### src/rtl/note_judge_if.sv
// Player-facing signal bundle for note_judge: controls and chord inputs in,
// the lamp mirror, score pulses and counters out.
interface note_judge_if #(
  parameter int LANES = 5,
  parameter int CNT_W = 16
);
  logic             pause;
  logic             strum;
  logic [LANES-1:0] buttons;
  logic [LANES-1:0] exp_notes;
  logic [LANES-1:0] LEDR;
  logic             note_hit;
  logic             note_miss;
  logic [CNT_W-1:0] hit_count;
  logic [CNT_W-1:0] miss_count;
  logic [CNT_W-1:0] combo;

  modport master (
    output pause, strum, buttons, exp_notes,
    input  LEDR, note_hit, note_miss, hit_count, miss_count, combo
  );

  modport slave (
    input  pause, strum, buttons, exp_notes,
    output LEDR, note_hit, note_miss, hit_count, miss_count, combo
  );
endinterface

### src/rtl/note_judge.sv
// Rhythm-game note judge: captures the fret chord over a window after each
// strum and scores it against the chord window opened by the note sequencer.
module note_judge #(
  parameter int LANES          = 5,
  parameter int CAPTURE_CYCLES = 500,
  parameter int CNT_W          = 16,
  parameter int GHOST_PENALTY  = 1
) (
  input  logic         clk,
  input  logic         reset,
  note_judge_if.slave  bus
);

  typedef enum logic [1:0] {IDLE, CAPTURE, HOLD} state_t;

  localparam logic [CNT_W-1:0] CAP_END = CNT_W'(CAPTURE_CYCLES);
  localparam bit               GHOST   = (GHOST_PENALTY != 0);

  state_t           r_state;
  logic             r_strum_d;
  logic [LANES-1:0] r_key_acc;
  logic [CNT_W-1:0] r_cnt;
  logic             r_key_valid;
  logic [LANES-1:0] r_exp_d;
  logic [LANES-1:0] r_win_pat;
  logic             r_win_open;
  logic             r_judged;
  logic             r_note_hit;
  logic             r_note_miss;
  logic [CNT_W-1:0] r_hit_count;
  logic [CNT_W-1:0] r_miss_count;
  logic [CNT_W-1:0] r_combo;

  logic             w_rise;
  logic [CNT_W-1:0] w_cnt_nxt;
  logic             w_open;
  logic             w_close;
  logic             w_judge;
  logic             w_hit;
  logic             w_judge_miss;
  logic             w_close_miss;
  logic             w_any_miss;
  logic [1:0]       w_miss_inc;
  logic [CNT_W:0]   w_miss_sum;

  always_comb begin
    w_rise       = bus.strum & ~r_strum_d;
    w_cnt_nxt    = r_cnt + CNT_W'(1);
    w_open       = (bus.exp_notes != '0) && (bus.exp_notes != r_exp_d);
    w_close      = r_win_open && (bus.exp_notes != r_win_pat);
    // A capture completing on the closing cycle is judged against the closing
    // pattern, which also suppresses that window's unjudged-close miss.
    w_judge      = r_key_valid && r_win_open && !r_judged;
    w_hit        = w_judge && (r_key_acc == r_win_pat);
    w_judge_miss = (w_judge && !w_hit) || (r_key_valid && !w_judge && GHOST);
    w_close_miss = w_close && !r_judged && !w_judge;
    w_miss_inc   = {1'b0, w_judge_miss} + {1'b0, w_close_miss};
    w_any_miss   = (w_miss_inc != 2'd0);
    w_miss_sum   = {1'b0, r_miss_count} + (CNT_W+1)'(w_miss_inc);
  end

  always_ff @(posedge clk or posedge reset) begin
    if (reset) begin
      r_state      <= IDLE;
      r_strum_d    <= 1'b0;
      r_key_acc    <= '0;
      r_cnt        <= '0;
      r_key_valid  <= 1'b0;
      r_exp_d      <= '0;
      r_win_pat    <= '0;
      r_win_open   <= 1'b0;
      r_judged     <= 1'b0;
      r_note_hit   <= 1'b0;
      r_note_miss  <= 1'b0;
      r_hit_count  <= '0;
      r_miss_count <= '0;
      r_combo      <= '0;
    end else if (bus.pause) begin
      r_note_hit  <= 1'b0;
      r_note_miss <= 1'b0;
    end else begin
      r_strum_d   <= bus.strum;
      r_exp_d     <= bus.exp_notes;
      r_key_valid <= 1'b0;

      case (r_state)
        IDLE: begin
          if (w_rise) begin
            r_key_acc <= bus.buttons;
            r_cnt     <= CNT_W'(1);
            if (CAP_END == CNT_W'(1)) begin
              r_key_valid <= 1'b1;
              r_state     <= HOLD;
            end else begin
              r_state <= CAPTURE;
            end
          end
        end
        CAPTURE: begin
          r_key_acc <= r_key_acc | bus.buttons;
          r_cnt     <= w_cnt_nxt;
          if (w_cnt_nxt == CAP_END) begin
            r_key_valid <= 1'b1;
            r_state     <= HOLD;
          end
        end
        HOLD: begin
          if (!bus.strum) r_state <= IDLE;
        end
        default: r_state <= IDLE;
      endcase

      // A new window opening on the same cycle the old one closes starts fresh.
      if (w_open) begin
        r_win_open <= 1'b1;
        r_win_pat  <= bus.exp_notes;
        r_judged   <= 1'b0;
      end else begin
        if (w_close) r_win_open <= 1'b0;
        if (w_judge) r_judged   <= 1'b1;
      end

      r_note_hit  <= w_hit && !w_any_miss;
      r_note_miss <= w_any_miss;

      if (w_hit && (r_hit_count != '1)) r_hit_count <= r_hit_count + CNT_W'(1);

      if (w_any_miss)                     r_combo <= '0;
      else if (w_hit && (r_combo != '1)) r_combo <= r_combo + CNT_W'(1);

      if (w_miss_sum[CNT_W]) r_miss_count <= '1;
      else                   r_miss_count <= w_miss_sum[CNT_W-1:0];
    end
  end

  assign bus.LEDR       = bus.exp_notes;
  assign bus.note_hit   = r_note_hit & ~bus.pause;
  assign bus.note_miss  = r_note_miss & ~bus.pause;
  assign bus.hit_count  = r_hit_count;
  assign bus.miss_count = r_miss_count;
  assign bus.combo      = r_combo;

endmodule
### src/flat_wrapper.sv
// flat-port wrapper written by rule: the top's interface ports become plain ports
module note_judge_flat 
#(
  parameter int LANES          = 5,
  parameter int CAPTURE_CYCLES = 500,
  parameter int CNT_W          = 16,
  parameter int GHOST_PENALTY  = 1
)
  (clk, reset, bus_pause, bus_strum, bus_buttons, bus_exp_notes, bus_LEDR, bus_note_hit, bus_note_miss, bus_hit_count, bus_miss_count, bus_combo);
  note_judge_if #(.LANES(LANES), .CNT_W(CNT_W)) bus_i ();
  input  logic clk;
  input  logic reset;
  input wire logic [$bits(bus_i.pause)-1:0] bus_pause;
  input wire logic [$bits(bus_i.strum)-1:0] bus_strum;
  input wire logic [$bits(bus_i.buttons)-1:0] bus_buttons;
  input wire logic [$bits(bus_i.exp_notes)-1:0] bus_exp_notes;
  output wire logic [$bits(bus_i.LEDR)-1:0] bus_LEDR;
  output wire logic [$bits(bus_i.note_hit)-1:0] bus_note_hit;
  output wire logic [$bits(bus_i.note_miss)-1:0] bus_note_miss;
  output wire logic [$bits(bus_i.hit_count)-1:0] bus_hit_count;
  output wire logic [$bits(bus_i.miss_count)-1:0] bus_miss_count;
  output wire logic [$bits(bus_i.combo)-1:0] bus_combo;
  assign bus_i.pause = bus_pause;
  assign bus_i.strum = bus_strum;
  assign bus_i.buttons = bus_buttons;
  assign bus_i.exp_notes = bus_exp_notes;
  assign bus_LEDR = bus_i.LEDR;
  assign bus_note_hit = bus_i.note_hit;
  assign bus_note_miss = bus_i.note_miss;
  assign bus_hit_count = bus_i.hit_count;
  assign bus_miss_count = bus_i.miss_count;
  assign bus_combo = bus_i.combo;
  note_judge #(.LANES(LANES), .CAPTURE_CYCLES(CAPTURE_CYCLES), .CNT_W(CNT_W), .GHOST_PENALTY(GHOST_PENALTY)) u_core (.clk(clk), .reset(reset), .bus(bus_i));
endmodule
### config.mk
export PLATFORM = sky130hd
export DESIGN_NAME = note_judge_flat
export DESIGN_NICKNAME = d
export VERILOG_FILES = /design/src/rtl/note_judge_if.sv /design/src/rtl/note_judge.sv /design/src/flat_wrapper.sv
export SDC_FILE = /design/constraint.sdc
export NUM_CORES = 1
export LEC_CHECK = 0
export CAP_MARGIN = 0
export CORE_MARGIN = 3
export CORE_UTILIZATION = 40
export CTS_CLUSTER_SIZE = 16
export DETAILED_ROUTE_END_ITERATION = 10
export HOLD_SLACK_MARGIN = 0.05
export SLEW_MARGIN = 40
export SYNTH_ARGS = -nofsm -noshare
export SYNTH_HDL_FRONTEND = slang
export SYNTH_SLANG_ARGS = --single-unit
export TNS_END_PERCENT = 10
### constraint.sdc
create_clock -name clk -period 6.5 [get_ports clk]
set_clock_uncertainty 0.15 [all_clocks]
set_input_delay 0.65 -clock clk [delete_from_list [all_inputs] [get_ports clk]]
set_output_delay 0.65 -clock clk [all_outputs]
set_load 0.02 [all_outputs]
# After elaboration in Yosys (flattened, before gate mapping)
# Cells that the tools add are included.
# totals
out_inout_bits,55
in_bits,14
ff_bits,87
# classes
bitwise_logic,6
mux,19
addsub,5
eq_ne,11
reduce_logical,31
# op_table
operator,count
$mux 16,4
$add 16x1->16 const B,3
$ne 16x16->1 const B,2
$pmux 16 s2,1
$add 16x2->17,1
$eq 16x9->1 const B,1
$logic_and 1x1->1,12
$ne 5x5->1,2
$pmux 5 s2,1
$reduce_and 2->1,5
$reduce_bool 2->1,5
$mux 1,8
$mux 2,3
$pmux 2 s3,1
$eq 5x5->1,1
$mux 5,1
$or 5x5->5,1
$reduce_bool 5->1,1
$logic_not 1->1,4
$ne 2x1->1 const B,2
$reduce_and 4->1,1
$and 1x1->1,3
$reduce_and 3->1,1
$add 1x1->2,1
other kinds (6),7

# Longest topological paths before layout
# Gate-level depths: netlist (run 1).
# logic_depth
ltp_word,11
ltp_mapped,15

# Least setup slack after synthesis (run 1)
# No wires, ideal clock.
# synth_timing
kind,register to register
start,register u_core.r_win_pat[1]
end,"register u_core.r_miss_count[0], in the netlist u_core.bus.miss_count[0]"
setup_slack_ps,2873
stages_incl_launch_ff,16
arrival_time_ps,3410
n_path_buf,1
required_ps,6282
period_less_slack_ps,3627
path_cell_list,dfrtp_1 > xor2_1 > or4_4 > or2_2 > and2_1 > inv_1 > ha_1 > ha_1 > inv_1 > fa_1 > nand2b_1 > nor3_1 > and3_1 > nand3_1 > clkbuf_1 > nand2_1
# synth_via
elab_chain_cells,8
word_cells_on_any_way,12
classes_between,2 x add/sub; 2 x eq/ne; 1 x mux; 7 x reduce/logical
# synth_rtl
item,line,rtl
from (decl),note_judge.sv:25,logic [LANES-1:0] r_win_pat;
from (signal assigned),note_judge.sv:116,r_win_pat <= bus.exp_notes;
$eq 5x5->1,note_judge.sv:54,w_hit = w_judge && (r_key_acc == r_win_pat);
$logic_and 1x1->1,note_judge.sv:54,
$logic_not 1->1,note_judge.sv:55,w_judge_miss = (w_judge && !w_hit) || (r_key_valid && !w_judge && GHOST);
$logic_and 1x1->1,note_judge.sv:55,
$logic_or 1x1->1,note_judge.sv:55,
$add 1x1->2 (*),note_judge.sv:57,"w_miss_inc = {1'b0, w_judge_miss} + {1'b0, w_close_miss};"
$add 16x2->17 (*),note_judge.sv:59,"w_miss_sum = {1'b0, r_miss_count} + (CNT_W+1)'(w_miss_inc);"
$mux 16 (*),note_judge.sv:131,if (w_miss_sum[CNT_W]) r_miss_count <= '1;
to (signal assigned),note_judge.sv:132,else r_miss_count <= w_miss_sum[CNT_W-1:0];
to (decl),note_judge.sv:31,logic [CNT_W-1:0] r_miss_count;
# Every way passes the cells marked *; elsewhere a longest branch is shown, timed or not.
# A chain may end at the register's enable or synchronous reset.

# Worst setup path in the final report (run 1)
# layout_timing
start,input bus_exp_notes[0]
end,"register u_core.r_miss_count[3], in the netlist u_core.bus.miss_count[3]"
# layout_via
elab_chain_cells,7
# layout_rtl
item,line,rtl
from (decl),flat_wrapper.sv:16,input wire logic [$bits(bus_i.exp_notes)-1:0] bus_exp_notes;
$ne 5x5->1,note_judge.sv:50,w_close = r_win_open && (bus.exp_notes != r_win_pat);
$logic_and 1x1->1,note_judge.sv:50,
$logic_and 1x1->1 (2 in series),note_judge.sv:56,w_close_miss = w_close && !r_judged && !w_judge;
$add 1x1->2,note_judge.sv:57,
$add 16x2->17,note_judge.sv:59,
$mux 16,note_judge.sv:131,
# No other way between the ends.

==> results of run 1 <==
[layout make-up]
cell class	count	area (um^2)	area share, %
clock buffers	10	239	4.18
clock inverters	6	92.6	1.62
inverters	16	61.3	1.07
multi-input cells	352	2250	39.4
flip-flops and latches	87	2180	38.1
well taps	140	175	3.06
repair buffers	72	723	12.6
[cell usage after synthesis, types with 3 or more instances]
| cell | instances |
|---|---|
| sky130_fd_sc_hd__and2_1 | 3 |
| sky130_fd_sc_hd__and4b_1 | 3 |
| sky130_fd_sc_hd__a21oi_1 | 15 |
| sky130_fd_sc_hd__xnor2_1 | 32 |
| sky130_fd_sc_hd__nand2b_1 | 6 |
| sky130_fd_sc_hd__nor3b_1 | 3 |
| sky130_fd_sc_hd__and4_1 | 4 |
| sky130_fd_sc_hd__and3_1 | 10 |
| sky130_fd_sc_hd__inv_1 | 16 |
| sky130_fd_sc_hd__nand3_1 | 24 |
| sky130_fd_sc_hd__o21ai_0 | 35 |
| sky130_fd_sc_hd__nor2_1 | 31 |
| sky130_fd_sc_hd__mux2i_1 | 3 |
| sky130_fd_sc_hd__buf_4 | 5 |
| sky130_fd_sc_hd__nor4_1 | 4 |
| sky130_fd_sc_hd__a22o_1 | 6 |
| sky130_fd_sc_hd__nand2_1 | 52 |
| sky130_fd_sc_hd__or3_1 | 7 |
| sky130_fd_sc_hd__clkbuf_1 | 10 |
| sky130_fd_sc_hd__mux2_2 | 11 |
| sky130_fd_sc_hd__xor2_1 | 22 |
| sky130_fd_sc_hd__dfrtp_1 | 87 |
| sky130_fd_sc_hd__a31oi_1 | 9 |
| sky130_fd_sc_hd__buf_2 | 3 |
| sky130_fd_sc_hd__ha_1 | 8 |
| sky130_fd_sc_hd__nor3_1 | 12 |
| sky130_fd_sc_hd__nor2b_1 | 10 |
| sky130_fd_sc_hd__nand4_1 | 17 |
[worst max-delay path: stages]
cell                              delay [ps]
sky130_fd_sc_hd__clkdlybuf4s50_1         590
sky130_fd_sc_hd__xor2_1                  180
sky130_fd_sc_hd__nor3_1                   80
sky130_fd_sc_hd__or3_1                   350
sky130_fd_sc_hd__ha_1                    300
sky130_fd_sc_hd__ha_1                    150
sky130_fd_sc_hd__inv_1                    60
sky130_fd_sc_hd__fa_1                    410
sky130_fd_sc_hd__nand2b_1                220
sky130_fd_sc_hd__nor3_1                  410
sky130_fd_sc_hd__and3_1                  260
sky130_fd_sc_hd__nand3_1                 400
sky130_fd_sc_hd__nand2_1                 200
[routing by layer]
| metal | wire (um) | up-vias |
|---|---|---|
| li1 | - | 1797 |
| met1 | 4690 | 1749 |
| met2 | 4490 | 71 |
| met3 | 449 | 10 |
| met4 | 130 | 0 |
| met5 | 0 | - |
[path summary, 6_finish.rpt]
path | cells past startpoint | end | slack [ps]
setup / recovery | 13 | u_core.bus.miss_count[3] | 2360
hold / removal | 1 | u_core.r_judged | 330
setup reg to reg | 14 | u_core.bus.miss_count[3] | 2430
hold reg to reg | 1 | u_core.r_judged | 330
max in group asynchronous | 4 | u_core.r_key_acc[0] | 4720
min in group asynchronous | 2 | u_core.bus.hit_count[3] | 500
[metrics by stage]
step	hold slack, ps	power (mW)
2_1_floorplan	305	0.833
3_3_place_gp	316	0.923
3_5_place_dp	321	0.932
4_1_cts	335	1.50
5_1_grt	344	1.56
6_report	333	1.48
[kinds of logic (layout without fill, tap and decap cells)]
family,Yosys count,count (layout),share of synthesized area (%)
xor gates and xnor gates,54,54,10.3
muxes,14,14,3.36
and+or+nand+nor,197,197,22.6
buffers and inverters,35,104,3.36
adders and majority gates,9,9,2.62
DFF,87,87,47.6
AOI/OAI and AO/OA,78,78,10.1
[state kept, by name (all words and copies together), names as in the netlist]
register / count
u_core.r_key_valid: 1
u_core.r_win_open: 1
u_core.bus.hit_count: 16
u_core.r_win_pat: 5
u_core.bus.combo: 16
u_core.r_key_acc: 5
u_core.r_cnt: 16
u_core.r_note_miss: 1
u_core.bus.miss_count: 16
u_core.r_exp_d: 5
u_core.r_judged: 1
u_core.r_state: 2
u_core.r_strum_d: 1
u_core.r_note_hit: 1
[power by group through the flow]
stage	combinational [mW]	sequential, mW	clock (mW)
4_1_cts	0.273	0.650	0.581
6_report	0.271	0.649	0.563
3_3_place_gp	0.265	0.658	0
5_1_grt	0.303	0.658	0.602
3_5_place_dp	0.273	0.659	0
2_1_floorplan	0.172	0.661	0
==> impl_results.md, run 1 <==
- Vertical extent of the die: 113 um
- Cell Pwr Density: 259 nW/um^2
- Post-synth EDFFs: 0
- Placed insts: around 670
- Busiest layer in global routing: met2
- CTS HTree Levels: 3
- Type of element capturing the critical path: flop
- Number of sinks driven by the clock tree: just under 90
- Core Region: 11000 um^2
- Endpoints failing setup: 0
- Full die area: around 13000 um^2
- Yosys Warn Count: 0
- Final worst path period need: 4140 ps
- FF+latch count, synth: 87
- Cell at the root of the clock tree: sky130_fd_sc_hd__clkbuf_16
- Total routing usage reported by global routing: between 15 and 20%
- Mapped cell area: 4580 um^2
- Clock tree from TritonCTS: done
- Total count of hold-check failures in the final report: 0
- Proportion of register bits with asynchronous set or reset after synthesis: between 90% and 100%
- Post-CTS setup repair buffer count: 0
- Leading cell type in the layout, fill and taps excluded: sky130_fd_sc_hd__dfrtp_1
- Standard-cell rows: 38
- Pre-CTS setup slack: approximately 2000 ps
- Top FF cell, synth: sky130_fd_sc_hd__dfrtp_1
- Required time of the critical path: ~6600 ps
- Main area contributors after synthesis: sky130_fd_sc_hd__dfrtp_1, sky130_fd_sc_hd__xnor2_1, sky130_fd_sc_hd__nand2_1
- Max transition margin: 46.7%
- Slew @ Worst Pin: between 700 and 800 ps
- Result of the run: complete, no violations
- Startpoint class of the critical path: input pin
- Part of the power in the clock network: 37.9%
- CTS Buffer Depth: 2
- Leakage power figure: 2.43 nW
- Sequential cell area fraction in the yosys report: between 40% and 50%
- Final weighted congestion in routability-driven placement: 0.838
- Share of the cycle needed by the critical path after routing: 63.7%
- Reg power frac: 43.8%
- Via count of the first global-routing pass: around 3400
- Yosys top cell area share: 47.6%
- Cts bufs inserted: 9
- Largest net degree at the start of global routing: 59
- Highest-count cells in the layout ignoring fill and taps: sky130_fd_sc_hd__dfrtp_1, sky130_fd_sc_hd__clkdlybuf4s50_1, sky130_fd_sc_hd__nand2_1
- Fraction of power consumed by combinational cells: 18.3%
- RSZ-0062 raised after global routing: false
- Sum of negative setup slack: 0 ps
- Detailed router's first-iteration violation count: 204
- Net switching power: 416 uW
- Count of fill cells added during filler insertion: 1018
- Avg Synthesized Cell Area: around 9.7 um^2
- Width of the die: 113 um
- M3 GR Usage: 3.21%
- Cell taking the most area after synthesis: sky130_fd_sc_hd__dfrtp_1
- Maximum clock frequency: 0.242 GHz
- Layout cells sized above 1: 7.37%
- Layout Cells excl Fill: between 600 and 700
- Startpoint of the tightest hold check path: u_core.r_judged
- Met1 usage: roughly 22%
- NumNets Final: 561
- Number of DRC violations after detailed routing: 0
- Average detailed-routed wire length per instance: about 14 um
- Worst endpoint data arrival time: around 4300 ps
- Initial core utilization: just over 40%
- Via/cell ratio: around 5.3
- Clock latency reported for the late side of the worst-skew pair: 340 ps
- Worst r2r src: u_core.r_win_pat[1]
- ANT cells: 0
- Net count after synthesis: 497
- Layout-stage area growth over the synthesis result: 25.0%
- Placed cell area: 5370 um^2
- Remaining antenna violation count after routing: 0
- Post-cts gate resize count: 0
- Number of unique standard cell types used by synthesis: 48
- Cts-stage hold buffer count: 0
- Startpoint-to-endpoint class of the critical path: in -> reg
- Global routing met2 resource utilization: 24.6%
- VDD IR max: 0.135 mV
- Total count of max-transition violations in the final report: 0
- Placed wire-length estimate after detailed placement: 6920 um
- Final worst-path setup slack: 2360 ps
- Sw Ratio: 28.1%
- Type of the most critical hold path: reg -> reg
- Internal Pwr Total: 1.07 mW
- Clock-pin slew of the registers on the worst-case setup and hold paths: 60 ps
- Cell count after synthesis: 474
- Global-route wire length before repair: roughly 16000 um
- Final non-filler cell area: 5720 um^2
- Iteration count of the initial detailed-routing pass: 4
- Max-cap check violation count: 0
- CP max FO: 13
- Grt ovf: 0
- Quantity of I/O buffers inserted on ports: 68
- Final design utilization: 51.9%
- Initial antenna violation count: 0
- Count of vias placed by the detailed router: about 3600
- Num ports: roughly 70
- Final routed wirelength across all metal layers: 9760 um
- Startpoint of the worst setup timing path: bus_exp_notes[0]
(Power assumes the default switching activity.)
==> run 2: changes to the inputs <==
- clock period: 6.5 -> 4 ns (I/O delays scaled with it)
==> run 2 against run 1 <==
Effect of this change:
- power increased by 55%
- via count increased by 1.2%
- die area unchanged
- first-iteration DRC count increased by 38%
- sequential power increased by 63%
- clock power increased by 41%
- sequential share of layout area about the same
- critical path type is now reg -> reg
- highest routed layer unchanged
==> impl_results.md, run 2 (synthesis gave the netlist of run 1 again) <==
- Placed wire-length estimate after detailed placement: 7160 um
- Via count of the first global-routing pass: 3505
- Result of the run: complete, no violations
- Startpoint of the worst setup timing path: u_core.r_win_pat[1]
- VDD IR max: 0.238 mV
- Layout cells sized above 1: approximately 8.7%
- Via/cell ratio: 5.30
- Vertical extent of the die: 113 um
- Global-route wire length before repair: 17100 um
- Clock tree from TritonCTS: done
- Post-cts gate resize count: 0
- Max transition margin: between 40% and 50%
- Total count of hold-check failures in the final report: 0
- Final worst path period need: between 3000 and 4000 ps
- Initial antenna violation count: 0
- Cts-stage hold buffer count: 0
- Number of sinks driven by the clock tree: 87
- Total routing usage reported by global routing: between 15 and 20%
- Width of the die: 113 um
- Highest-count cells in the layout ignoring fill and taps: sky130_fd_sc_hd__dfrtp_1, sky130_fd_sc_hd__clkdlybuf4s50_1, sky130_fd_sc_hd__nand2_1
- Total count of max-transition violations in the final report: 0
- Final weighted congestion in routability-driven placement: ~0.86
- Number of buffers and inverters on the critical path: 3
- Initial core utilization: 41.5%
- Quantity of I/O buffers inserted on ports: 68
- Register-to-Register Setup Slack: 370 ps
- Standard-cell rows: 38
- CTS Buffer Depth: 2
- Final routed wirelength across all metal layers: between 9000 and 10000 um
- Share of the cycle needed by the critical path after routing: 90.6%
- Startpoint-to-endpoint class of the critical path: reg -> reg
- Worst endpoint data arrival time: 3740 ps
- Layout-stage area growth over the synthesis result: 25.0%
- Leading cell type in the layout, fill and taps excluded: sky130_fd_sc_hd__dfrtp_1
- RSZ-0062 raised after global routing: false
- Remaining antenna violation count after routing: 0
- Leakage power figure: approximately 2.5 nW
- ANT cells: 0
- Slowest cell on the critical path: sky130_fd_sc_hd__or4_4
- Full die area: 12800 um^2
- Largest net degree at the start of global routing: 48
- Clock-pin slew of the registers on the worst-case setup and hold paths: 70 ps
- Type of the most critical hold path: in -> async
- Top cell family by delay on the critical path: simple AND/OR/NAND/NOR gates
- NumNets Final: 570
- Max-cap check violation count: 0
- Worst r2r src: u_core.r_win_pat[1]
- Cells along the critical path: xor2_1 -> or4_4 -> or2_2 -> and2_1 -> inv_1 -> ha_1 -> ha_1 -> inv_1 -> fa_1 -> nand2b_1 -> nor3_1 -> and3_1 -> nand3_1 -> buf_4 -> nand2_1
- Endpoints failing setup: 0
- CTS HTree Levels: 3
- Slew @ Worst Pin: 810 ps
- Num ports: 69
- Maximum clock frequency: between 0.2 and 0.3 GHz
- Clock latency reported for the late side of the worst-skew pair: 330 ps
- Number of DRC violations after detailed routing: 0
- Maximum cell stage delay along the critical path: 540 ps
- Iteration count of the initial detailed-routing pass: 4
- CP max FO: 13
- Cell Pwr Density: 402 nW/um^2
- Pre-CTS setup slack: around 330 ps
- Startpoint class of the critical path: flop
- Final worst-path setup slack: 374 ps
- Detailed router's first-iteration violation count: 281
- Core Region: 11000 um^2
- Count of vias placed by the detailed router: 3671
- Cts bufs inserted: 9
- Sum of negative setup slack: 0 ps
- Required time of the critical path: 4120 ps
- Average detailed-routed wire length per instance: 14.4 um
- Grt ovf: 0
- Post-CTS setup repair buffer count: 0
- Cell at the root of the clock tree: sky130_fd_sc_hd__clkbuf_16
- Type of element capturing the critical path: flop
run 2: cell types whose count changed in the layout (fill, tap and decap cells not counted), sizes merged:
cell | before | now
clkinvlp | 2 | 1
bufinv | 2 | 0
buf | 4 | 13
clkbuf | 10 | 9
clkinv | 2 | 3
inv | 16 | 19
run 2: where the power goes:
group          internal [mW]  leakage [nW]  switching [mW]
combinational          0.215          1.16           0.234
clock                  0.430         0.139           0.363
sequential             0.957          1.15          0.0993
run 2: path summary, 6_finish.rpt:
kind / endpoint / cells after the start
min in group clk: u_core.r_judged / 1
max in group asynchronous: u_core.bus.combo[14] / 3
max: u_core.bus.miss_count[4] / 15
max reg2reg: u_core.bus.miss_count[4] / 15
min: u_core.bus.hit_count[11] / 2
min reg2reg: u_core.r_judged / 1
run 2: routing by layer:
layer	global-route usage (%)	up-vias	wire length (um)
met3	3.16	7	375
met1	23.0	1774	4880
met5	0	-	0
met4	5.77	0	97
li1	-	1816	-
met2	25.1	74	4610
run 2: per-stage QoR:
step / power (mW) / cells / hold WS [ps] / area, um^2 / utilization (%)
after floorplan: 1.35 / 474 / 305 / 4580 / -
after global placement: 1.51 / 676 / 314 / 5440 / 49.3
after detailed placement: 1.52 / 676 / 330 / 5440 / 49.3
after CTS: 2.33 / 692 / 290 / 5720 / 51.9
after global routing: 2.42 / 692 / 303 / 5720 / 51.9
final: 2.30 / 692 / 270 / 5720 / 51.9
run 2: final cells by class:
| cell class | count | area [um^2] |
|---|---|---|
| fill | 1028 | 5310 |
| clock buffer | 9 | 225 |
| timing repair buffer | 81 | 778 |
| clock inverter | 7 | 55.1 |
| inverter | 16 | 65.1 |
| multi-input combinational | 352 | 2250 |
| tap | 140 | 175 |
| sequential | 87 | 2180 |
